$ cat src/rtl/ser_pkg.sv
// Shared types and helpers for the bit serializer.
// Optional parity stage enabled by defining SER_PARITY_EN.
package ser_pkg;

  typedef enum logic [1:0] {
    ST_IDLE = 2'd0,
    ST_DATA = 2'd1
`ifdef SER_PARITY_EN
    ,
    ST_PARITY = 2'd2
`endif
  } ser_state_e;

  function automatic logic even_parity(
    input logic [63:0] w
  );
    return ^w;
  endfunction

endpackage

$ cat src/rtl/bit_serializer.sv
// Parallel-to-serial converter with valid/ready input handshake.
// Define SER_PARITY_EN to append an even-parity bit to each word.
module bit_serializer
  import ser_pkg::*;
#(
  parameter int   WIDTH      = 5,
  parameter bit   MSB_FIRST  = 1'b0,
  parameter logic IDLE_LEVEL = 1'b0
) (
  input  logic             clk,
  input  logic             rst,
  input  logic             in_valid,
  output logic             in_ready,
  input  logic [WIDTH-1:0] in_data,
  output logic             data_out,
  output logic             frame,
  output logic             busy
);

  localparam int CW = $clog2(WIDTH);
  localparam logic [CW-1:0] LAST = CW'(WIDTH - 1);

  ser_state_e       state_q;
  logic [CW-1:0]    cnt_q;
  logic [WIDTH-1:0] sh_q;
  logic             dout_q;
  logic             frame_q;
`ifdef SER_PARITY_EN
  logic             par_q;
`endif

  logic             last_bit;
  logic             fire;
  logic             first_bit;
  logic             nxt_bit;
  logic [WIDTH-1:0] sh_d;

  // The register shifts toward the bit being sent, so
  // the next bit always sits right beside the current one.
  assign sh_d      = MSB_FIRST ? (sh_q << 1) : (sh_q >> 1);
  assign nxt_bit   = MSB_FIRST ? sh_q[WIDTH-2] : sh_q[1];
  assign first_bit = MSB_FIRST ? in_data[WIDTH-1]
                               : in_data[0];

`ifdef SER_PARITY_EN
  assign last_bit = (state_q == ST_PARITY);
`else
  assign last_bit = (state_q == ST_DATA) &&
                    (cnt_q == LAST);
`endif

  assign in_ready = !rst &&
                    ((state_q == ST_IDLE) || last_bit);
  assign fire     = in_valid && in_ready;

  always_ff @(posedge clk) begin
    if (rst) begin
      state_q <= ST_IDLE;
      cnt_q   <= '0;
      sh_q    <= '0;
      dout_q  <= IDLE_LEVEL;
      frame_q <= 1'b0;
`ifdef SER_PARITY_EN
      par_q   <= 1'b0;
`endif
    end else if (fire) begin
      state_q <= ST_DATA;
      cnt_q   <= '0;
      sh_q    <= in_data;
      dout_q  <= first_bit;
      frame_q <= 1'b1;
`ifdef SER_PARITY_EN
      par_q   <= even_parity(64'(in_data));
`endif
    end else begin
      frame_q <= 1'b0;
      unique case (state_q)
        ST_DATA: begin
          if (cnt_q == LAST) begin
            cnt_q   <= '0;
`ifdef SER_PARITY_EN
            state_q <= ST_PARITY;
            dout_q  <= par_q;
`else
            state_q <= ST_IDLE;
            dout_q  <= IDLE_LEVEL;
`endif
          end else begin
            cnt_q  <= cnt_q + 1'b1;
            sh_q   <= sh_d;
            dout_q <= nxt_bit;
          end
        end
        default: begin
          state_q <= ST_IDLE;
          dout_q  <= IDLE_LEVEL;
        end
      endcase
    end
  end

  assign data_out = dout_q;
  assign frame    = frame_q;
  assign busy     = (state_q != ST_IDLE);

endmodule

$ cat config.mk
export PLATFORM = sky130hd
export DESIGN_NAME = bit_serializer
export DESIGN_NICKNAME = d
export VERILOG_FILES = /design/src/rtl/ser_pkg.sv /design/src/rtl/bit_serializer.sv
export SDC_FILE = /design/constraint.sdc
export NUM_CORES = 1
export LEC_CHECK = 0
export ABC_AREA = 1
export ABC_CLOCK_PERIOD_IN_PS = 2100
export BUFFER_PORTS_ARGS = -buffer_cell sky130_fd_sc_hd__buf_2
export CORE_AREA = 2 2 39 41
export DETAILED_ROUTE_END_ITERATION = 8
export DIE_AREA = 0 0 41 43
export PLACE_DENSITY = 0.59
export RECOVER_POWER = 25
export SKIP_LAST_GASP = 1
export SLEW_MARGIN = 20
export SYNTH_ARGS = -nofsm -noshare
export SYNTH_HDL_FRONTEND = slang
export SYNTH_SLANG_ARGS = --single-unit
$ cat constraint.sdc
create_clock -name clk -period 2.1 [get_ports clk]
set_input_delay 0.105 -clock clk [delete_from_list [all_inputs] [get_ports clk]]
set_output_delay 0.105 -clock clk [all_outputs]
set_load 0.05 [all_outputs]
==> results of run 1 <==
flip-flops by register name, summed over array words and instances, names as in the netlist:
| name | flops |
|---|---|
| cnt_q | 3 |
| data_out | 1 |
| frame | 1 |
| sh_q | 4 |
| state_q | 1 |
final cells by class:
cell class	instances	area (sq um)	area share, %
repair buffers	11	51.3	9.11
inverters	10	37.5	6.67
well taps	16	20.0	3.56
multi-input cells	38	231	41.1
flip-flops and latches	10	200	35.6
clock buffers	3	22.5	4.00
logic make-up after synthesis:
group                      share of synthesized area, %
AOI/OAI and AO/OA                                  13.7
adders and majority gates                          5.15
and+or+nand+nor                                    28.9
buffers and inverters                              11.1
DFF                                                41.2
metal layers:
layer	wire length, um	global-route usage, %	up-vias	share of wire (%)
met5	0	0	-	0
met4	19	12.0	0	2.2
met3	73	3.14	2	8.3
met2	369	15.9	16	42
met1	413	15.0	193	47
li1	-	-	224	-
power groups by stage:
stage	clock network (W)	logic (W)	registers, W
final	0.000125	0.0000660	0.000204
after global routing	0.000144	0.0000729	0.000205
after CTS	0.000134	0.0000671	0.000204
after detailed placement	0	0.0000669	0.000208
after global placement	0	0.0000669	0.000208
after floorplan	0	0.0000412	0.000218
critical path, cell delays in order, from the launching register on:
cell	delay, ns
dfxtp_1	0.32
inv_1	0.08
ha_1	0.16
nand2_1	0.07
nand2_2	0.20
inv_1	0.18
nor2_1	0.11
buf_2	0.26
how the worst max path moves through the flow:
stage / end / cells past startpoint
after global placement: in_ready / 7
after detailed placement: in_ready / 7
after floorplan: in_ready / 3
after global routing: in_ready / 7
final: in_ready / 7
after CTS: in_ready / 7
per-stage QoR:
step | hold WS (ns) | total power, W
5_1_grt | 0.0820 | 0.000421
4_1_cts | 0.0804 | 0.000405
3_5_place_dp | 0.362 | 0.000275
3_3_place_gp | 0.355 | 0.000275
2_1_floorplan | 0.241 | 0.000259
6_report | 0.0893 | 0.000394
cells in the mapped netlist:
library cell  count
nand3_1           4
ha_1              2
nand3_4           1
buf_2             1
o211ai_1          3
dfxtp_1          10
o211a_1           1
inv_1             7
nor2_1            1
inv_2             3
nand2_1          12
a21oi_1           5
nor3_2            1
buf_6             1
nand4_1           4
a21oi_2           1
nand2_2           3
==> impl_results.md, run 1 <==
* Status: finished, final reports clean
* Tmin final at 1.74 ns
* RSZ-0062 raised after global routing: no
* Post-CTS setup buffer count at 0
* Synthesized cell area at 485 sq um
* Hold Violations, Final at 0
* Post-DP HPWL at 650 um
* Port Buffers at 11
* Total Routing Usage GR at 12.2%
* Req. time, crit path at 2.00 ns
* Clock share of power at 31.6%
* Number of cells on the worst reg-to-reg path at 9
* Maximum fanout along the worst path at 11
* Hold/Removal Path Class: in -> reg
* Drt initial violations at 9
* Flop-to-flop setup slack at 0.69 ns
* Critical path launch point type: flip-flop
* CTS tree: yes
* CTS Root Buffer Type: clkbuf_4
* I/O pin cnt at 12
* Non-filler cells, final at 88
* Remaining antenna violation count at 0
* Post-Route Setup TNS at 0 ns
* Worst vdd rail ir drop at 0.000205 V
* Largest net degree at the start of global routing at 12
* Placed cell count at 85
* Power density cells at 701 nW/um^2
* Gp weighted congestion at 0.699
* Commonest non-fill, non-tap cells in the layout: nand2_1 (12), dfxtp_1 (10), buf_2 (8)
* Mapped Cells at 60
* Final Cycle Share at 82.8%
* Mapped Nets at 70
* CTS Buffer Depth at 2
* Post-layout util at 40.7%
* Share of layout cells above drive strength 1 at 27.8%
* Design Area, Final at 563 sq um
* Pre-CTS setup slack at 0.640 ns
* Max-slew violation count at 0
* First-pass GRT wire length at 1390 um
* Hold path cells at 3
* Starting Density at 35.1%
* Worst flop-to-flop path endpoint: sh_q[3]
* Number of global-route vias before repair at 349
* DRT Wirelength at 875 um
* Clk Latency, worst-skew pair at 0.25 ns
* Hold endpoint: data_out
* WP data arrival at 1.63 ns
* Leading cell type in the layout, fill and taps excluded: nand2_1
* Worst slew pin tran at 0.591 ns
* Placed inst area at 544 sq um
* Combinational share of power at 16.7%
* Clock Sinks at 10
* Core area at 1380 sq um
* Max_cap viols at 0
* CTS resizes at 0
* Initial antenna violation count at 0
* Highest clock rate at 575 MHz
* Worst hold path startpoint: in_data[0]
* Relative slew margins at 60.8%
* Crit. End Element: primary output
* Hold_buf cts at 0
* First-pass DRT Iterations at 4
* Avg WL per Cell at 9.94 um
* Via Count at 435
* Yosys reg bits at 10
* H-tree depth at 1
* Share of the synthesized area in the top cell type at 41.2%
* Die height at 43 um
* Num rows at 14
* Final layout net count at 84
* Synth cell types at 17
* Switching Fraction at 28.2%
* Layout Skew at 0.00294 ns
* Overflow after GRT at 0
* Seq/Total Area, Yosys at 41.2%
* Ranking of synthesized cells by area: dfxtp_1 (41%), nand2_1 (9.3%), inv_1 (5.4%), a21oi_1 (5.2%), ha_1 (5.2%)
* Final setup violation count at 0
* Num CTS Buffers at 3
* Via/cell ratio at 4.94
* Int Power at 0.000283 W
* Worst Setup Path Type: reg -> out
* Sequential power share at 51.7%
* Reg2reg start: cnt_q[0]
* Mapped Avg Cell Area at 8.09 sq um
* Switching pwr at 0.000111 W
* DRC at 0
* Fillers at 147
* CTS clock-pin slew for the worst setup and hold paths at 0.06 ns
* Die area at 1760 sq um
* CP startpoint: cnt_q[0]
* Synth area leader: dfxtp_1
* Die width at 41 um
* P_leak at 0.270 nW
* Setup WS post-layout at 0.362 ns
* Ys Warns at 0
* Area added between synthesis and finish at 16.0%
* Diodes inserted at 0
Power figures use the tool's default switching activity.
==> run 2: changes to the inputs <==
ABC_CLOCK_PERIOD_IN_PS = 1800   (was 2100)
clock period = 1.8 ns   (was 2.1 ns; I/O delays follow)
==> impl_results.md, run 2 (synthesized netlist as in run 1, its figures left out) <==
* Clock Sinks at 10
* Setup WS post-layout at 0.141 ns
* Req. time, crit path at 1.71 ns
* CTS Root Buffer Type: clkbuf_4
* Max reg flops at 4
* Post-DP HPWL at 646 um
* Starting Density at 35.1%
* Number of global-route vias before repair at 364
* Hold_buf cts at 0
* Hold Violations, Final at 0
* Sequential power share at 45.6%
* Placed cell count at 85
* Tmin final at 1.66 ns
* CP Cell Sequence: inv_1 > ha_1 > nand2_1 > nand2_2 > inv_2 > nor2_1 > clkbuf_4
* CTS resizes at 0
* DRT Wirelength at 880 um
* Status: finished, final reports clean
* DRC at 0
* Avg WL per Cell at 9.89 um
* Switching Fraction at 27.7%
* Overflow after GRT at 0
* Final layout net count at 84
* Initial antenna violation count at 0
* Final setup violation count at 0
* WP data arrival at 1.57 ns
* Drt initial violations at 3
* Share of layout cells above drive strength 1 at 30.1%
* CTS Buffer Depth at 2
* Total Routing Usage GR at 13.3%
* Worst Setup Path Type: reg -> out
* Max-slew violation count at 0
* Design Area, Final at 579 sq um
* Largest net degree at the start of global routing at 12
* Maximum fanout along the worst path at 11
* Commonest non-fill, non-tap cells in the layout: nand2_1 (12), dfxtp_1 (10), buf_2 (7)
* Clock share of power at 39.5%
* Largest Register: sh_q
* Num rows at 14
* H-tree depth at 1
* Area added between synthesis and finish at 19.3%
* Hold/Removal Path Class: in -> reg
* Post-CTS setup buffer count at 0
* Remaining antenna violation count at 0
* CTS clock-pin slew for the worst setup and hold paths at 0.07 ns
* Clk Latency, worst-skew pair at 0.27 ns
* CTS tree: yes
* Worst slew pin tran at 0.588 ns
* Via/cell ratio at 4.72
* First-pass GRT wire length at 1510 um
* Post-Route Setup TNS at 0 ns
* Core area at 1380 sq um
* Slowest Stage Delay on Critical Path at 0.36 ns
* Die width at 41 um
* Die area at 1760 sq um
* Highest clock rate at 603 MHz
* Leading cell type in the layout, fill and taps excluded: nand2_1
* Diodes inserted at 0
* First-pass DRT Iterations at 3
* Num CTS Buffers at 3
* Die height at 43 um
* Placed inst area at 544 sq um
* I/O pin cnt at 12
* Int Power at 0.000377 W
* P_leak at 0.276 nW
* Switching pwr at 0.000145 W
* Largest registers: sh_q x4, cnt_q x3
* RSZ-0062 raised after global routing: no
* Critical path's slowest cell: dfxtp_1
* Via Count at 420
* Critical path launch point type: flip-flop
* Final Cycle Share at 92.2%
* Pre-CTS setup slack at 0.357 ns
* Worst vdd rail ir drop at 0.000459 V
* Relative slew margins at 60.9%
* Power density cells at 902 nW/um^2
* Non-filler cells, final at 89
* Combinational share of power at 14.9%
* Port Buffers at 11
* Layout Skew at 0.00781 ns
* Max_cap viols at 0
* Gp weighted congestion at 0.708
* Crit. End Element: primary output
==> run 2: power by group through the flow <==
stage                     Clock, W  Sequential [W]  Combinational (W)
final                     0.000206        0.000238          0.0000778
after floorplan                  0        0.000254          0.0000481
after detailed placement         0        0.000243          0.0000775
after global routing      0.000230        0.000239          0.0000868
after CTS                 0.000216        0.000238          0.0000778
after global placement           0        0.000243          0.0000773
==> run 2: area by class of cell <==
type	instances	area (sq um)
tap	16	20.0
multi-input combinational	38	231
clock buffer	4	36.3
fill	145	805
inverter	10	37.5
sequential	10	200
timing repair buffer	11	53.8
==> run 2: routing by layer <==
layer | global-route usage, % | up-vias | part of all wire (%)
met5 | 0 | - | 0
met4 | 6.00 | 0 | 0
met3 | 9.42 | 0 | 8.9
met2 | 17.2 | 12 | 45
met1 | 16.2 | 183 | 46
li1 | - | 225 | -
==> run 2: metrics by stage <==
step	total power (W)	hold slack, ns	utilization (%)
after floorplan	0.000303	0.226	-
after global placement	0.000320	0.341	39.3
after detailed placement	0.000321	0.346	39.3
after CTS	0.000532	0.0507	42.0
after global routing	0.000557	0.0436	41.9
final	0.000522	0.0550	41.9
==> run 2: path summary, 6_finish.rpt <==
kind / to / cells after the start / startpoint / slack (ns)
min: data_out / 3 / in_data[0] / 0.05
max reg2reg: sh_q[3] / 9 / cnt_q[0] / 0.47
min reg2reg: data_out / 2 / sh_q[1] / 0.48
max: in_ready / 7 / cnt_q[0] / 0.14
==> run 2: critical path: cells and delay by family (launching register included) <==
kind	cells	cell delay, ns
flops	1	0.36
fa+ha+maj	1	0.21
buf+inv	3	0.44
simple gates	3	0.29
==> run 3: changes to the inputs <==
GPL_TIMING_DRIVEN = 0   (was not set)
==> impl_results.md, run 3 (synthesized netlist as in run 1, its figures left out) <==
* Status: finished, final reports clean
* Hold Violations, Final at 0
* DRT Wirelength at 859 um
* Relative slew margins at 60.9%
* First-pass DRT Iterations at 4
* Area added between synthesis and finish at 18.3%
* Max-slew violation count at 0
* Num CTS Buffers at 3
* Largest net degree at the start of global routing at 11
* PnR Total Power at 0.000465 W
* Worst vdd rail ir drop at 0.000242 V
* Drt initial violations at 6
* Number of global-route vias before repair at 347
* CTS clock-pin slew for the worst setup and hold paths at 0.06 ns
* Req. time, crit path at 1.71 ns
* WP data arrival at 1.46 ns
* Die area at 1760 sq um
* Largest registers: sh_q x4, cnt_q x3
* Highest clock rate at 645 MHz
* Final Cycle Share at 86.2%
* Crit. End Element: primary output
* Critical path launch point type: flip-flop
* CTS tree: yes
* Placed cell count at 86
* First-pass GRT wire length at 1390 um
* Core area at 1380 sq um
* Diodes inserted at 0
* Clock Sinks at 10
* Tmin final at 1.55 ns
* Initial antenna violation count at 0
* I/O pin cnt at 12
* Overflow after GRT at 0
* Worst slew pin tran at 0.589 ns
* Leading cell type in the layout, fill and taps excluded: nand2_1
* H-tree depth at 1
* Remaining antenna violation count at 0
* Max_cap viols at 0
* Die height at 43 um
* Final layout net count at 85
* Via Count at 418
* Clk Latency, worst-skew pair at 0.26 ns
* Port Buffers at 10
* Gp weighted congestion at 0.731
* P_leak at 0.276 nW
* Num rows at 14
* Post-Route Setup TNS at 0 ns
* Die width at 41 um
* Post-CTS setup buffer count at 0
* Layout Skew at 0.000386 ns
* Power density cells at 810 nW/um^2
* Hold_buf cts at 0
* Worst Setup Path Type: reg -> out
* DRC at 0
* Via/cell ratio at 4.70
* Commonest non-fill, non-tap cells in the layout: nand2_1 (12), dfxtp_1 (10), buf_2 (8)
* Post-DP HPWL at 623 um
* Fillers at 158
* Total Routing Usage GR at 12.3%
* Largest Register: sh_q
* Non-filler cells, final at 89
* RSZ-0062 raised after global routing: no
* Starting Density at 35.1%
* Final setup violation count at 0
* Max reg flops at 4
* CTS Buffer Depth at 2
* Avg WL per Cell at 9.65 um
* CTS Root Buffer Type: clkbuf_4
* Maximum fanout along the worst path at 7
* CTS resizes at 0
* Hold/Removal Path Class: in -> reg
* Share of layout cells above drive strength 1 at 28.8%
run 3: changes by cell type in the layout (fill, tap and decap cells not counted):
cell,before,now
buf_2,7,8
buf_6,0,1
clkbuf_4,4,3
clkbuf_8,1,0
inv_1,6,7
inv_2,4,3
run 3: final timing paths:
kind,startpoint,end,slack (ns),cells past startpoint
worst min register to register,sh_q[1],data_out,0.48,2
worst max-delay path,cnt_q[0],in_ready,0.25,7
worst min-delay path,in_data[0],data_out,0.07,3
worst max register to register,cnt_q[0],sh_q[2],0.53,9
run 3: critical path: stages, from the launching register on:
cell and delay (ns):
dfxtp_1 0.35, inv_1 0.06, ha_1 0.21, nand2_1 0.08, nand2_2 0.06, inv_1 0.18
nor2_1 0.06, buf_2 0.21
run 3: power breakdown:
part | internal (W) | switching, W | leakage, nW
registers | 0.000231 | 0.00000625 | 0.0817
logic | 0.0000253 | 0.0000551 | 0.181
clock network | 0.0000770 | 0.0000703 | 0.0138
run 3: layer usage:
metal	track usage [%]	share of wire (%)	up-vias
li1	-	-	225
met1	16.3	49	182
met2	15.0	43	9
met3	3.14	5.6	2
met4	12.0	2.0	0
met5	0	0	-
run 3: through the flow:
| stage | hold WS, ns | worst slack (ns) | util, % | instance area [sq um] |
|---|---|---|---|---|
| 2_1_floorplan | 0.226 | 0.298 | - | 485 |
| 3_3_place_gp | 0.340 | 0.512 | 40.1 | 556 |
| 3_5_place_dp | 0.345 | 0.514 | 40.1 | 556 |
| 4_1_cts | 0.0650 | 0.221 | 41.8 | 578 |
| 5_1_grt | 0.0608 | 0.117 | 41.5 | 574 |
| 6_report | 0.0725 | 0.249 | 41.5 | 574 |
run 3: layout make-up:
cell class	count	area [sq um]	share of cell area (%)
clock buffers	3	22.5	3.92
well taps	16	20.0	3.49
flip-flops and latches	10	200	34.9
repair buffers	10	46.3	8.06
multi-input cells	38	231	40.3
plain buffers	2	16.3	2.83
inverters	10	37.5	6.54
